==> src/rtl/ex_operand_stage_pkg.sv <==
// rtl/ex_operand_stage_pkg.sv - shared cpu package: widths, ALU opcodes, ID/EX bubble value
//
// Purpose : constants and types shared by the EX operand stage and its forwarding muxes.
// Contents: CPU_DATA_W / CPU_RIDX_W datapath and register-index widths,
//           alu_op_t opcode encoding (0-12), id_ex_ctrl_t control half of the
//           ID/EX register and ID_EX_CTRL_BUBBLE, its bubble value.
package ex_operand_stage_pkg;

    localparam int CPU_DATA_W = 16;
    localparam int CPU_RIDX_W = 2;
    localparam int CPU_OP_W   = 4;

    typedef enum logic [CPU_OP_W-1:0] {
        OP_ADD   = 4'd0,
        OP_SUB   = 4'd1,
        OP_AND   = 4'd2,
        OP_OR    = 4'd3,
        OP_XOR   = 4'd4,
        OP_SLL   = 4'd5,
        OP_SRL   = 4'd6,
        OP_SRA   = 4'd7,
        OP_SLT   = 4'd8,
        OP_SLTU  = 4'd9,
        OP_LUI   = 4'd10,
        OP_PASSA = 4'd11,
        OP_PASSB = 4'd12
    } alu_op_t;

    // Control half of the ID/EX register; data fields live beside it in the
    // stage so their widths can follow the stage parameters.
    typedef struct packed {
        logic    valid;
        logic    reg_write;
        logic    mem_read;
        logic    use_imm;
        logic    uses_rs1;
        logic    uses_rs2;
        alu_op_t op;
    } id_ex_ctrl_t;

    // A bubble never writes, never reads memory and never forwards. Data
    // fields of a bubble are all zero.
    localparam id_ex_ctrl_t ID_EX_CTRL_BUBBLE = '{
        valid:     1'b0,
        reg_write: 1'b0,
        mem_read:  1'b0,
        use_imm:   1'b0,
        uses_rs1:  1'b0,
        uses_rs2:  1'b0,
        op:        OP_ADD
    };

endpackage

==> src/rtl/ex_operand_stage_fwd_mux.sv <==
// rtl/ex_operand_stage_fwd_mux.sv - one-operand MEM/WB forwarding mux
//
// Purpose : select the freshest value of one source register for the ALU.
// Ports   : enable        - instruction really reads this source
//           rs, reg_data  - registered source index and register-file data
//           mem_*         - MEM stage writeback candidate (highest priority)
//           wb_*          - WB stage writeback candidate
//           operand       - selected operand value
module fwd_mux
    import ex_operand_stage_pkg::*;
#(
    parameter int DATA_W = CPU_DATA_W,
    parameter int RIDX_W = CPU_RIDX_W
) (
    input  logic              enable,
    input  logic [RIDX_W-1:0] rs,
    input  logic [DATA_W-1:0] reg_data,
    input  logic [RIDX_W-1:0] mem_rd,
    input  logic              mem_reg_write,
    input  logic [DATA_W-1:0] mem_result,
    input  logic [RIDX_W-1:0] wb_rd,
    input  logic              wb_reg_write,
    input  logic [DATA_W-1:0] wb_result,
    output logic [DATA_W-1:0] operand
);

    // MEM is younger than WB, so its value wins when both target rs.
    always_comb begin
        operand = reg_data;
        if (enable) begin
            if (mem_reg_write && (mem_rd == rs)) begin
                operand = mem_result;
            end else if (wb_reg_write && (wb_rd == rs)) begin
                operand = wb_result;
            end
        end
    end

endmodule

==> src/rtl/ex_operand_stage.sv <==
// rtl/ex_operand_stage.sv - ID/EX pipeline register with load-use stall and operand forwarding
//
// Purpose : hold the instruction entering EX, detect load-use hazards and
//           forward MEM/WB results onto the ALU operands.
// Ports   : clk, reset (sync, active-high)
//           id_*           - decoded instruction from the decode stage
//           flush          - squash the instruction entering EX
//           mem_*, wb_*    - forwarding sources
//           alu_a, alu_b, alu_op - ALU operands and opcode
//           ex_valid, ex_rd, ex_reg_write, ex_mem_read - EX-stage control
//           stall_req      - load-use hazard; fetch/decode hold this cycle
module ex_operand_stage
    import ex_operand_stage_pkg::*;
#(
    parameter int DATA_W = CPU_DATA_W,
    parameter int RIDX_W = CPU_RIDX_W
) (
    input  logic              clk,
    input  logic              reset,
    input  logic              id_valid,
    input  logic [3:0]        id_op,
    input  logic [DATA_W-1:0] id_rs1_data,
    input  logic [DATA_W-1:0] id_rs2_data,
    input  logic [DATA_W-1:0] id_imm,
    input  logic              id_use_imm,
    input  logic [RIDX_W-1:0] id_rs1,
    input  logic [RIDX_W-1:0] id_rs2,
    input  logic [RIDX_W-1:0] id_rd,
    input  logic              id_uses_rs1,
    input  logic              id_uses_rs2,
    input  logic              id_reg_write,
    input  logic              id_mem_read,
    input  logic              flush,
    input  logic [RIDX_W-1:0] mem_rd,
    input  logic              mem_reg_write,
    input  logic [DATA_W-1:0] mem_result,
    input  logic [RIDX_W-1:0] wb_rd,
    input  logic              wb_reg_write,
    input  logic [DATA_W-1:0] wb_result,
    output logic [DATA_W-1:0] alu_a,
    output logic [DATA_W-1:0] alu_b,
    output logic [3:0]        alu_op,
    output logic              ex_valid,
    output logic              ex_reg_write,
    output logic              ex_mem_read,
    output logic [RIDX_W-1:0] ex_rd,
    output logic              stall_req
);

    id_ex_ctrl_t       ctrl_q;
    logic [DATA_W-1:0] rs1_data_q;
    logic [DATA_W-1:0] rs2_data_q;
    logic [DATA_W-1:0] imm_q;
    logic [RIDX_W-1:0] rs1_q;
    logic [RIDX_W-1:0] rs2_q;
    logic [RIDX_W-1:0] rd_q;

    logic [DATA_W-1:0] fwd_a;
    logic [DATA_W-1:0] fwd_b;

    // A load in EX cannot forward until MEM, so a consumer in decode must
    // wait one cycle. The bubble this inserts has ex_valid=0, which drops
    // stall_req on the next cycle, so the stall never lasts more than one.
    always_comb begin
        stall_req = ctrl_q.valid && ctrl_q.mem_read && id_valid &&
                    ((id_uses_rs1 && (id_rs1 == rd_q)) ||
                     (id_uses_rs2 && (id_rs2 == rd_q)));
    end

    // reset > flush > stall_req > load. All but the last load a bubble, so
    // a flush coinciding with a stall still produces exactly one bubble.
    always_ff @(posedge clk) begin
        if (reset || flush || stall_req || !id_valid) begin
            ctrl_q     <= ID_EX_CTRL_BUBBLE;
            rs1_data_q <= '0;
            rs2_data_q <= '0;
            imm_q      <= '0;
            rs1_q      <= '0;
            rs2_q      <= '0;
            rd_q       <= '0;
        end else begin
            ctrl_q.valid     <= 1'b1;
            ctrl_q.reg_write <= id_reg_write;
            ctrl_q.mem_read  <= id_mem_read;
            ctrl_q.use_imm   <= id_use_imm;
            ctrl_q.uses_rs1  <= id_uses_rs1;
            ctrl_q.uses_rs2  <= id_uses_rs2;
            ctrl_q.op        <= alu_op_t'(id_op);
            rs1_data_q       <= id_rs1_data;
            rs2_data_q       <= id_rs2_data;
            imm_q            <= id_imm;
            rs1_q            <= id_rs1;
            rs2_q            <= id_rs2;
            rd_q             <= id_rd;
        end
    end

    fwd_mux #(
        .DATA_W (DATA_W),
        .RIDX_W (RIDX_W)
    ) u_fwd_a (
        .enable        (ctrl_q.uses_rs1),
        .rs            (rs1_q),
        .reg_data      (rs1_data_q),
        .mem_rd        (mem_rd),
        .mem_reg_write (mem_reg_write),
        .mem_result    (mem_result),
        .wb_rd         (wb_rd),
        .wb_reg_write  (wb_reg_write),
        .wb_result     (wb_result),
        .operand       (fwd_a)
    );

    fwd_mux #(
        .DATA_W (DATA_W),
        .RIDX_W (RIDX_W)
    ) u_fwd_b (
        .enable        (ctrl_q.uses_rs2),
        .rs            (rs2_q),
        .reg_data      (rs2_data_q),
        .mem_rd        (mem_rd),
        .mem_reg_write (mem_reg_write),
        .mem_result    (mem_result),
        .wb_rd         (wb_rd),
        .wb_reg_write  (wb_reg_write),
        .wb_result     (wb_result),
        .operand       (fwd_b)
    );

    // Bubbles present zero operands regardless of what MEM/WB are writing.
    always_comb begin
        alu_a = '0;
        alu_b = '0;
        if (ctrl_q.valid) begin
            alu_a = fwd_a;
            alu_b = ctrl_q.use_imm ? imm_q : fwd_b;
        end
    end

    assign alu_op       = ctrl_q.op;
    assign ex_valid     = ctrl_q.valid;
    assign ex_reg_write = ctrl_q.reg_write;
    assign ex_mem_read  = ctrl_q.mem_read;
    assign ex_rd        = rd_q;

endmodule

==> config.mk <==
export PLATFORM = sky130hd
export DESIGN_NAME = ex_operand_stage
export DESIGN_NICKNAME = d
export VERILOG_FILES = /design/src/rtl/ex_operand_stage_pkg.sv /design/src/rtl/ex_operand_stage_fwd_mux.sv /design/src/rtl/ex_operand_stage.sv
export SDC_FILE = /design/constraint.sdc
export NUM_CORES = 1
export LEC_CHECK = 0
export ABC_AREA = 1
export CAP_MARGIN = 10
export CORE_ASPECT_RATIO = 0.7
export CORE_MARGIN = 4
export CORE_UTILIZATION = 27
export CTS_CLUSTER_SIZE = 24
export DETAILED_ROUTE_END_ITERATION = 12
export GPL_ROUTABILITY_DRIVEN = 0
export GPL_TIMING_DRIVEN = 0
export SYNTH_ARGS = -nofsm -noshare
export SYNTH_HDL_FRONTEND = slang
export SYNTH_SLANG_ARGS = --single-unit
==> constraint.sdc <==
create_clock -name clk -period 3.08 [get_ports clk]
set_input_delay 0.308 -clock clk [delete_from_list [all_inputs] [get_ports clk]]
set_output_delay 0.308 -clock clk [all_outputs]
set_load 0.02 [all_outputs]
## Word-level counts from Yosys, hierarchy flattened

Index checks and enable logic that the tools add are counted.

- Muxes and demuxes: 10
- Eq/ne operators: 6
- Reductions and logical operators: 14

Operators with widths:

| cell | number |
|---|---|
| 2-to-1 mux 16 bit | 9 |
| == test 2 bit | 6 |
| 2-to-1 mux 10 bit | 1 |
| logical AND 1 bit | 9 |
| logical OR 1 bit | 4 |
| zero test 1 bit | 1 |

- Bits in registers: 64
- Word-level logic and storage cells: 43
- Input port bits: 105

## Depth between registers and ports, before layout

Gate-level depths: netlist of the first run.

- Depth after elaboration: 7
- Depth in mapped cells: 12

## Modules after synthesis

A second synthesis of the first run with hierarchy kept.

- Cells, all modules: 667
- Area total of the unflattened synthesis: 4055.1 µm²

Modules (own cells, without submodules):

| module | cells each | instances | area each (µm²) |
|---|---|---|---|
| ex_operand_stage | 309 | 1 | 2323.5 |
| fwd_mux | 179 | 2 | 865.8 |

## Least setup slack after synthesis of the first run

OpenSTA, ideal clock, no wires.

- Kind: flip-flop to output port
- Start point: register rs1_q[0]
- End point: output port alu_a[10]
- Stages on the path, launching flop included: 10
- Data arrival time: 1.355 ns
- Required time: 2.772 ns
- Buffers on the path: 1
- Setup slack: 1.417 ns
- Cell sequence: dfxtp_1 inv_1 a21boi_2 nand3_2 nand2_1 nand2_2 inv_2 buf_4 nor2_1 nor2_1

- Word-level cells in the longest chain between the ends: 6

RTL lines:

| item | line | text |
|---|---|---|
| start, declared | ex_operand_stage.sv:54 | `logic [RIDX_W-1:0] rs1_q;` |
| start signal, assigned | ex_operand_stage.sv:92 | `rs1_q <= id_rs1;` |
| == test 2 bit | ex_operand_stage_fwd_mux.sv:33 | `end else if (wb_reg_write && (wb_rd == rs)) begin` |
| logical AND 1 bit | ex_operand_stage_fwd_mux.sv:33 |  |
| 2-to-1 mux 16 bit | ex_operand_stage_fwd_mux.sv:33 |  |
| 2-to-1 mux 16 bit * | ex_operand_stage_fwd_mux.sv:31 | `if (mem_reg_write && (mem_rd == rs)) begin` |
| 2-to-1 mux 16 bit * | ex_operand_stage_fwd_mux.sv:30 | `if (enable) begin` |
| 2-to-1 mux 16 bit * | ex_operand_stage.sv:134 | `if (ctrl_q.valid) begin` |
| end, declared | ex_operand_stage.sv:40 | `output logic [DATA_W-1:0] alu_a,` |

Every way passes the cells marked *; elsewhere a longest branch is shown, timed or not.

## Final worst setup path of the first run

- Start point: input port mem_rd[0]
- End point: output port alu_b[11]

- Word-level cells in the longest chain between the ends: 6

RTL lines:

| item | line | text |
|---|---|---|
| start, declared | ex_operand_stage.sv:34 | `input logic [RIDX_W-1:0] mem_rd,` |
| == test 2 bit | ex_operand_stage_fwd_mux.sv:31 |  |
| logical AND 1 bit | ex_operand_stage_fwd_mux.sv:31 |  |
| 2-to-1 mux 16 bit | ex_operand_stage_fwd_mux.sv:31 |  |
| 2-to-1 mux 16 bit | ex_operand_stage_fwd_mux.sv:30 |  |
| 2-to-1 mux 16 bit | ex_operand_stage.sv:136 | `alu_b = ctrl_q.use_imm ? imm_q : fwd_b;` |
| 2-to-1 mux 16 bit | ex_operand_stage.sv:134 |  |
| end, declared | ex_operand_stage.sv:41 | `output logic [DATA_W-1:0] alu_b,` |

Every way passes these cells.

==> results of run 1 <==
## repair_timing
item | 4_1_cts | 5_1_grt
hold buffers | 0 | 0
setup endpoints to repair | 0 | 2
setup buffers | 0 | 0
gates resized for setup | 0 | 2
## per-stage QoR
| stage | std cells | utilization, % | hold WS, ns | setup WS [ns] | instance area (um^2) |
|---|---|---|---|---|---|
| 2_1_floorplan | 509 | - | 0.420 | 1.42 | 3160 |
| 3_3_place_gp | 808 | 43.0 | 0.835 | 0.178 | 4820 |
| 3_5_place_dp | 808 | 43.0 | 0.835 | 0.142 | 4820 |
| 4_1_cts | 823 | 45.8 | 0.482 | 0.122 | 5140 |
| 5_1_grt | 823 | 45.9 | 0.497 | 0.00222 | 5140 |
| 6_report | 823 | 45.9 | 0.499 | 0.158 | 5140 |
## worst max-delay path by stage
stage | from | end | slack, ns
CTS | mem_rd[0] | alu_b[10] | 0.12
floorplan | rs1_q[0]$_SDFF_PP0_ | alu_a[10] | 1.42
global route | mem_rd[0] | alu_b[13] | 0.002
detailed placement | mem_rd[0] | alu_b[10] | 0.14
global placement | mem_rd[0] | alu_b[10] | 0.18
finish | mem_rd[0] | alu_b[11] | 0.16
## critical path: cells and delay by family
| family | cells | cell delay [ns] |
|---|---|---|
| simple gates | 8 | 0.78 |
| compound gates | 1 | 0.13 |
| buf+inv | 4 | 1.40 |
## final cells by class
class                   instances  area [um^2]
inverters                     108          405
multi-input cells             310         1320
flip-flops and latches         64         1280
plain buffers                  27          158
repair buffers                146         1470
well taps                     153          191
clock buffers                  12          256
clock inverters                 3         65.1
fillers                      1165         6070
## state kept, by name, summed over array words and instances, names as in the netlist, 2 cells and up
signal / flops
alu_op: 4
ctrl_q: 3
ex_rd: 2
imm_q: 16
rs1_data_q: 16
rs1_q: 2
rs2_data_q: 16
rs2_q: 2
## power groups by stage
stage / sequential, mW / combinational [mW] / clock, mW
floorplan: 0.877 / 0.129 / 0
global placement: 0.877 / 0.320 / 0
detailed placement: 0.877 / 0.324 / 0
CTS: 0.860 / 0.327 / 1.11
global route: 0.861 / 0.360 / 1.14
finish: 0.860 / 0.323 / 1.09
## routing by layer
metal	wire, um	vias to the layer above	global-route usage, %
li1	-	1793	-
met1	5060	1476	20.7
met2	4470	128	25.1
met3	1000	16	6.17
met4	198	0	5.14
met5	0	-	0
## placed cells by master (no fill, tap or decap), types with 6 or more instances in the layout
cell type | Yosys | final
clkdlybuf4s50_1 | 0 | 144
nor2_1 | 143 | 143
inv_1 | 106 | 106
nand2_1 | 80 | 80
dfxtp_1 | 64 | 64
o21ai_0 | 56 | 56
buf_2 | 11 | 11
clkbuf_16 | 0 | 9
clkbuf_1 | 7 | 8
o21ai_1 | 6 | 6
## logic make-up (layout without fill, tap and decap cells)
group | after synthesis | in the layout | synth area share [%]
AO/OA/AOI/OAI | 68 | 68 | 11.1
XOR/XNOR | 5 | 5 | 1.38
buffers and inverters | 135 | 296 | 17.8
flip-flops | 64 | 64 | 40.5
AND/OR/NAND/NOR | 237 | 237 | 29.3
==> impl_summary.md, run 1 <==
Status
The run finished with clean final reports.

Pwr
The completed layout was analyzed and its total power is 2.27 mW. The internal power of the cells totals 1.78 mW. Net switching is 21.7% of the power. The clock network accounts for 47.9% of the total power. The analysis attributes to net switching a power of 0.492 mW. The share of total power in sequential cells is 37.9%.

The power density relative to cell area is 442 nW/um^2. The combinational group share of total power is 14.2%. For this design the static power due to leakage is 2.51 nW. The worst ir drop on vdd is 240 uV.

Worst setup path
The worst register-to-register path ends at imm_q[3]$_SDFF_PP0_. The register-to-register path setup slack is 1.55 ns. The critical path launch point type is an input pin.

The worst setup path is captured at a primary output. The number of cells on the worst reg-to-reg path is 7. The data required time of the critical path is 2.77 ns. In this run the critical register-to-register path is launched from ex_rd[0]$_SDFF_PP0_. Walking the worst path, the cells encountered are clkdlybuf4s50_1 -> inv_2 -> nand2_1 -> nand2_1 -> nor2_2 -> nand2_2 -> buf_2 -> nand2_1 -> o21ai_0 -> nor2_1 -> nor2_1 -> nor2_1 -> clkdlybuf4s50_1. By startpoint and endpoint, the worst setup path is classified as in -> out. In this run the worst path has a maximum fanout of 10. The critical-path cell with the highest stage delay is clkdlybuf4s50_1.

The arrival time of the worst setup path is 2.61 ns. On the worst path, the slowest cell contributes a delay of 0.63 ns.

Global routing
The final global-route overflow total is 0. The first-pass GRT wire length is 17,000 um. The number of antenna violations at the first check in global routing is 0.

Entering global routing, the biggest net connects 11 pins. The via count of the first global-routing pass is 3,539. Global routing used 16.2% of the available tracks.

Min path
The number of instances on the worst hold path is 3. The startpoint identified for the worst hold timing path is id_op[3]. The worst hold path terminates at alu_op[3]$_SDFF_PP0_. The worst hold path belongs to the class in -> reg.

STA
The total count of hold-check failures in the final report is 0. The time the final worst path needs with I/O delays and setup is 2.92 ns. The worst pin sits at a relative slew slack of 66.1%. On the final layout, the worst clock skew is 0.00430 ns. Setup repair after global routing left no endpoint under its margin. Derived from the worst setup path, the maximum achievable clock frequency is 342 MHz.

The final period utilization is 94.9%. For the pin with the worst max-slew slack, the measured transition is 0.508 ns. The number of slew-limit violations in the final report is 0. In the final timing run, aggregate negative setup slack is 0 ns. Setup violations remaining at the end of the flow were counted as 0.

Synthesis
Yosys mapped a number of flops with a built-in enable equal to 0. The top cell type by area accounts for 40.5% of the synthesized area. The library cell with the largest summed area after synthesis is dfxtp_1. The synthesized area divided by synthesized cell count is 6.22 um^2.

The share of async-settable or async-resettable flops after synthesis is 0%. The commonest cells after synthesis are nor2_1 (143), inv_1 (106), nand2_1 (80). The Yosys step of the flow raised 0 warnings.

In the synthesized netlist the dominant register cell turns out to be dfxtp_1. The post-synthesis cell count is 509. The dominant cell by count in the synthesized netlist is nor2_1. The synthesized design contains 64 register bits.

The cell area that synthesis handed to floorplanning was 3160 um^2. By area the synthesized netlist is led by dfxtp_1 (40%), nor2_1 (17%), inv_1 (13%). The share of the yosys chip area belonging to registers is 40.5%. The synthesized netlist contains 22 unique library cells.

The number of nets in the synthesized netlist is 614.

Flow run
The number of max-capacitance violations reported is 0.

Floorplan
The area of the die is 13,500 um^2. The die is 98.6 um tall. The floorplan row count is 32. The die is 137 um wide. The effective utilization at floorplan is 28.2%. The core footprint is 11,200 um^2. The I/O pin count is 147.

Final layout
The area growth from synthesis to layout is 62.6%. In the final design database the tool counted 771 nets. The number of antenna diodes in the final layout is 0. The share of cells above drive strength 1 is 6.72%.

Route
For this block, the initial DRC count from the detailed router was 130. For this run, design rule violations remaining after detail routing come to 0. After detailed routing, the number of vias per cell comes to 4.15. The post-detailed-route count of antenna-violating nets is 0.

The number of iterations in the first detailed-routing pass is 4. Wires add up to 10,700 um. The mean routed wirelength per cell is 13.0 um. Detailed routing inserted a total of 3,413 vias.

Clock network
TritonCTS built the clock tree. For this design, the sink count on the clock tree is 64. The number of CTS-inserted buffers is 9. In this run the number of H-tree levels came out at 3.

The maximum count of clock buffers along a single path is 2. Clock-pin slew was measured on the worst setup and hold paths at 0.05 ns. The cell chosen for the clock root is clkbuf_16. The clock insertion delay at the later pin of the skew report is 0.33 ns.

Placement
The wire-length estimate of the detail-placed layout is 8800 um. Buffers placed on the I/O ports in this run total 146.
Note: power is estimated with default switching activity, not from simulation.
==> inputs of run 2 (changes only) <==
--- a/config.mk
+++ b/config.mk
@@ -8,7 +8,6 @@
 export ABC_AREA = 1
 export CAP_MARGIN = 10
 export CORE_ASPECT_RATIO = 0.7
-export CORE_MARGIN = 4
 export CORE_UTILIZATION = 27
 export CTS_CLUSTER_SIZE = 24
 export DETAILED_ROUTE_END_ITERATION = 12
==> impl_summary.md, run 2 (synthesized netlist as in run 1, its figures left out) <==
Floorplan
The effective utilization at floorplan is 28.2%. The floorplan row count is 32. The area of the die is 12,200 um^2. 147 I/O pins were placed.

The region available for standard cell placement spans 11,200 um^2. The horizontal extent of the die is 131 um. The floorplan step set the die height to 92.6 um.

Final layout
In the layout the commonest cells are nor2_1 (143), clkdlybuf4s50_1 (142), inv_1 (106), nand2_1 (80), dfxtp_1 (64). The utilization of the core after routing is 45.7%. Compared with the post-synthesis result, the final layout area differs by 62.0%.

The number of antenna diodes in the final layout is 0. The largest registers in the layout are imm_q x16, rs1_data_q x16, rs2_data_q x16. The post-route non-filler standard cell count is 824. The leading cell type in the layout, fill and taps excluded is nor2_1.

Cells with a size suffix above 1 make up 7.00% of the layout. The filler cells instantiated in the layout total 1,156. The final-stage net count is 771.

Route
The total DRC errors in the routed layout is 0. The via count of the routed design is 3,418. The final wirelength is 10,300 um. The mean routed wirelength per cell is 12.5 um.

The first detailed-routing pass took 4 iterations. After detailed routing, the number of vias per cell comes to 4.15. The first routing iteration left 126 violations. Once detail routing completed, the nets flagged for antenna violations numbered 0.

STA
The worst-case setup margin in the final layout is 0.269 ns. The number of slew-limit violations in the final report came to 0. The total count of hold-check failures in the final report is 0. Of the available clock period, the critical path in the final layout requires 91.3%. Setup total negative slack on the finished layout was measured at 0 ns.

The time the final worst path needs with I/O delays and setup is 2.81 ns. The normalized max-slew margin is 67.6%. Between clock sinks in the finished design, the worst skew comes to 0.00450 ns. Based on the critical path, the design can be clocked at up to 356 MHz.

Setup repair after global routing left no endpoint under its margin. At the pin with the least slew margin, the transition time is 0.486 ns. The worst hold-check slack is 0.497 ns.

Setup violations remaining at the end of the flow were counted as 0.

Global routing
Entering global routing, the biggest net connects 13 pins. The final global-route overflow total is 0. The number of antenna violations at the first check in global routing is 0.

The via count of the first global-routing pass is 3,353. The global router's overall resource usage is 17.6%. The first global-routing pass estimated 16,400 um of wire.

Placement
Detailed placement ended at an HPWL of 8370 um. The worst setup slack before clock tree synthesis is 0.146 ns. During placement, the flow inserted port buffers numbering 146. In this run, placement finished with an instance count of 808.

Pwr
The share of total power in sequential cells is 39.5%. The clock power share is 45.7%. The internal power component is 1.66 mW.

The cell leakage power is 2.53 nW. The power density relative to cell area is 425 nW/um^2. The worst-case IR drop observed on VDD is 253 uV. The proportion of total power due to net switching is 23.9%.

The combinational group share of total power is 14.8%. The net switching power is 0.520 mW.

Min path
The min-delay analysis places its worst path in the category in -> reg.

Clock network
The CTS tree is built. The number of CTS-inserted buffers is 9. The clock drives 64 sinks. The clock insertion delay at the later pin of the skew report is 0.33 ns. After clock tree synthesis, the clock-pin slew on the worst setup and hold paths is 0.05 ns. The clock tree synthesis step divided the H-tree into 3 levels.

The cell chosen for the clock root is clkbuf_16. The maximum count of clock buffers along a single path is 2. In this run, post-CTS hold repair placed 0 buffers.

Worst setup path
The data required time of the critical path is 2.77 ns. The critical-path cell with the highest stage delay is clkdlybuf4s50_1. The category of cells accounting for the largest share of critical-path delay is buffers and inverters. The arrival time of the worst setup path is 2.50 ns.

The critical path buffer and inverter count is 3. The critical path launch point type is an input pin. By startpoint and endpoint, the worst setup path is classified as in -> out.

The maximum net fanout on the critical path is 10. Walking the worst path, the cells encountered are clkdlybuf4s50_1 -> xnor2_1 -> nand3_2 -> buf_2 -> o21ai_0 -> o21ai_0 -> nor2_1 -> clkdlybuf4s50_1. The worst stage delay on the critical path is 0.62 ns. STA classifies the critical path endpoint as a primary output.

Flow run
The number of max-capacitance violations reported is 0.

Status
The flow ran to the end, and the final reports show no timing, DRC or antenna violations.
[run 2: worst paths after layout]
kind | depth (start not counted) | startpoint | to | slack (ns)
worst min register to register | 5 | ex_mem_read$_SDFF_PP0_ | rs2_data_q[4]$_SDFF_PP0_ | 0.88
worst max register to register | 7 | ex_rd[0]$_SDFF_PP0_ | ex_reg_write$_SDFF_PP0_ | 1.54
worst min-delay path | 3 | id_rs1_data[0] | rs1_data_q[0]$_SDFF_PP0_ | 0.50
worst max-delay path | 8 | mem_rd[1] | alu_a[3] | 0.27
[run 2: stage by stage]
stage | cell area, um^2 | power, mW
after detailed placement | 4820 | 1.20
after floorplan | 3160 | 1.01
after CTS | 5110 | 2.21
final | 5120 | 2.18
after global placement | 4820 | 1.20
after global routing | 5120 | 2.28
[run 2: final cells by class]
cell class / count / area, um^2 / area share, %
inverters: 108 / 405 / 7.91
well taps: 153 / 191 / 3.74
plain buffers: 27 / 158 / 3.08
flip-flops and latches: 64 / 1280 / 25.0
clock buffers: 9 / 225 / 4.39
repair buffers: 146 / 1470 / 28.7
clock inverters: 7 / 72.6 / 1.42
multi-input cells: 310 / 1320 / 25.8
[run 2: metal layers]
| metal | part of all wire (%) | track usage, % |
|---|---|---|
| met5 | 0 | 0 |
| met4 | 1.8 | 5.52 |
| met3 | 6.8 | 5.36 |
| met2 | 42 | 27.5 |
| met1 | 49 | 23.1 |
[run 2: timing repair]
action                     CTS  global route
resized for setup            0             4
setup endpoints to repair    0             4
setup buffers                0             0
[run 2: power groups by stage]
stage	sequential, mW	clock (mW)	combinational (mW)
floorplan	0.877	0	0.129
global placement	0.877	0	0.319
detailed placement	0.877	0	0.323
CTS	0.859	1.02	0.325
global route	0.861	1.06	0.361
finish	0.859	0.994	0.323
[run 2: worst reg2reg max path: cells and delay by family, from the launching register on]
family	cells	cell delay, ns
simple gates	5	0.56
buf+inv	1	0.33
flops	1	0.39
xor+xnor	1	0.14
==> inputs of run 3 (changes only) <==
--- a/config.mk
+++ b/config.mk
@@ -11,8 +11,10 @@
 export CORE_UTILIZATION = 27
 export CTS_CLUSTER_SIZE = 24
 export DETAILED_ROUTE_END_ITERATION = 12
+export DONT_BUFFER_PORTS = 1
 export GPL_ROUTABILITY_DRIVEN = 0
 export GPL_TIMING_DRIVEN = 0
+export PLACE_DENSITY_LB_ADDON = 0.1
 export SYNTH_ARGS = -nofsm -noshare
 export SYNTH_HDL_FRONTEND = slang
 export SYNTH_SLANG_ARGS = --single-unit
==> impl_summary.md, run 3 (synthesized netlist as in run 1, its figures left out) <==
STA
The total count of hold-check failures in the final report is 0. The final period utilization is 78.2%. The largest clock skew in the final design is 0.00584 ns. Setup violations remaining at the end of the flow were counted as 0. Derived from the worst setup path, the maximum achievable clock frequency is 415 MHz. At the pin with the least slew margin, the transition time is 0.540 ns. The number of slew-limit violations in the final report came to 0. The normalized max-slew margin is 64.0%. The time the final worst path needs with I/O delays and setup is 2.41 ns. The sum of negative setup slack is 0 ns. Setup repair after global routing left no endpoint under its margin.

Global routing
The number of antenna violations at the first check in global routing is 0. Entering global routing, the biggest net connects 11 pins. For this run, global-route usage on met3 was measured as 6.79%. The via count of the first global-routing pass is 2,978.

The most utilized layer in the global route result is met2. The met2 usage is 25.2%. The met1 layer usage reported by global route is 21.5%. The first global-routing pass estimated 15,400 um of wire. In the global route stage, overall resource usage came out at 16.8%. The final global-route overflow total is 0.

Final layout
Registers take 1280 um^2. In the layout the commonest cells are nor2_1 (143), inv_1 (106), nand2_1 (80), dfxtp_1 (64), o21ai_0 (56). The final antenna diode count is 0.

The share of cells above drive strength 1 is 8.38%. The utilization of the core after routing is 32.3%. The post-route non-filler standard cell count is 678. Once layout is done, the placed cells without fillers occupy 3620 um^2.

Counting the fill cells in the layout gives 1,269. The largest registers in the layout are imm_q x16, rs1_data_q x16, rs2_data_q x16. Compared with the post-synthesis result, the final layout area differs by 14.5%. In the final layout, the multi-input gates occupy 1320 um^2. The final-stage net count is 625. The leading cell type in the layout, fill and taps excluded is nor2_1.

Placement
The cell area reported after detailed placement is 3360 um^2. In this run the tool buffered the top-level ports with 0 buffer cells. After detailed placement, the design holds a cell count of 662. The wire-length estimate of the detail-placed layout is 7880 um.

Floorplan
After floorplanning, the core was divided into 32 placement rows. The core region is 11,200 um^2. From bottom edge to top edge, the die measures 92.6 um. The I/O pin count is 147. The die is 131 um wide.

For this configuration, the core starts out at a cell density of 28.2%. The area of the die is 12,200 um^2.

Route
Wires add up to 9710 um. In the final routed layout, each cell accounts on average for 14.3 um. For this run, design rule violations remaining after detail routing come to 0. After the first detailed-routing iteration, the DRC count stood at 111. The first TritonRoute pass finished after 4 iterations.

Dividing the detail-routed via count by the number of cells gives 4.31. Once detail routing completed, the nets flagged for antenna violations numbered 0. The via count of the routed design is 2,923.

Clock network
The tree built by TritonCTS fans out to 64 sinks. The number of setup buffers added after CTS is 0. The clock reaches the later pin of the worst-skew pair after 0.32 ns. The count of cells resized by post-cts repair is 0. The register clock-pin slew on the reported worst setup and hold paths is 0.05 ns. The number of H-tree levels is 3. The number of clock buffers added by TritonCTS is 9. The cell chosen for the clock root is clkbuf_16. TritonCTS built the clock tree.

The maximum count of clock buffers along a single path is 2. The number of hold buffers added after CTS was 0.

Flow run
Across the run, the number of max-cap violations was 0.

Worst setup path
In this design, the stage delay of the slowest critical-path cell is 0.38 ns. The startpoint identified for the worst register-to-register timing path is ex_valid$_DFF_P_. In this run the worst path has a maximum fanout of 10.

The critical-path cell with the highest stage delay is dfxtp_1. STA classifies the critical path endpoint as a primary output. The data required time of the critical path is 2.77 ns.

STA classifies the critical path startpoint as a register. Walking the worst path, the cells encountered are nor2_1 -> nor2_2 -> nand2_2 -> buf_2 -> nand2_1 -> o21ai_0 -> nor2_1 -> nor2_1 -> nor2_1. The arrival time of the worst setup path is 2.10 ns. The kind of critical path is reg -> out.

The most numerous cell type found on the critical path is nor2_1. The critical path starts at rs2_q[0]$_SDFF_PP0_.

Min path
The path class of the lowest-slack min-delay path is in -> reg. The startpoint of the tightest hold check path is id_rd[1].

Status
The run finished with clean final reports.

Pwr
The cell leakage power is 1.89 nW. The worst ir drop on vdd is 223 uV. The power density relative to cell area is 534 nW/um^2.
run 3: cell count changes in the layout (fill, tap and decap cells not counted):
| cell | previous run | this run |
|---|---|---|
| clkbuf_1 | 7 | 10 |
| clkinvlp_4 | 2 | 1 |
| dlymetal6s2s_1 | 4 | 0 |
| clkdlybuf4s50_1 | 142 | 0 |
| bufinv_16 | 1 | 0 |
| clkinv_4 | 2 | 0 |
| clkbuf_8 | 0 | 1 |
run 3: final cells by class:
type | instances | share of cell area (%)
Inverter | 108 | 11.2
Clock buffer | 13 | 6.91
Multi-Input combinational cell | 310 | 36.4
Sequential cell | 64 | 35.4
Tap cell | 153 | 5.28
Buffer | 27 | 4.35
Clock inverter | 3 | 0.483
run 3: per-layer routing:
layer | vias up | wire length, um
met4 | 0 | 192
met2 | 121 | 3940
met1 | 1284 | 4790
met3 | 16 | 792
met5 | - | 0
li1 | 1502 | -
run 3: report_power, final:
part	leakage, nW	switching [mW]	internal [mW]
Combinational	1.24	0.111	0.0574
Sequential	0.521	0.0109	0.852
Clock	0.130	0.341	0.563
run 3: worst max-delay path, delay by kind of cell, from the launching register on:
family	cells	cell delay, ns
AOI/OAI and AO/OA	1	0.11
buffers and inverters	1	0.20
DFF	1	0.38
and+or+nand+nor	7	1.07
run 3: worst paths after layout:
kind	end	slack [ns]	cells after the start
worst max-delay path	alu_b[13]	0.67	9
worst min-delay path	ex_rd[1]$_SDFF_PP0_	0.09	2
worst max register to register	imm_q[4]$_SDFF_PP0_	1.40	6
worst min register to register	rs2_data_q[3]$_SDFF_PP0_	1.02	5
run 3: through the flow:
stage                     hold slack (ns)  setup slack [ns]  power [mW]
after floorplan                     0.420              1.42        1.01
after global placement              0.421              1.04        1.05
after detailed placement            0.424              1.05        1.05
after CTS                          0.0731             0.681        1.98
after global routing               0.0813             0.473        2.04
final                              0.0886             0.671        1.94
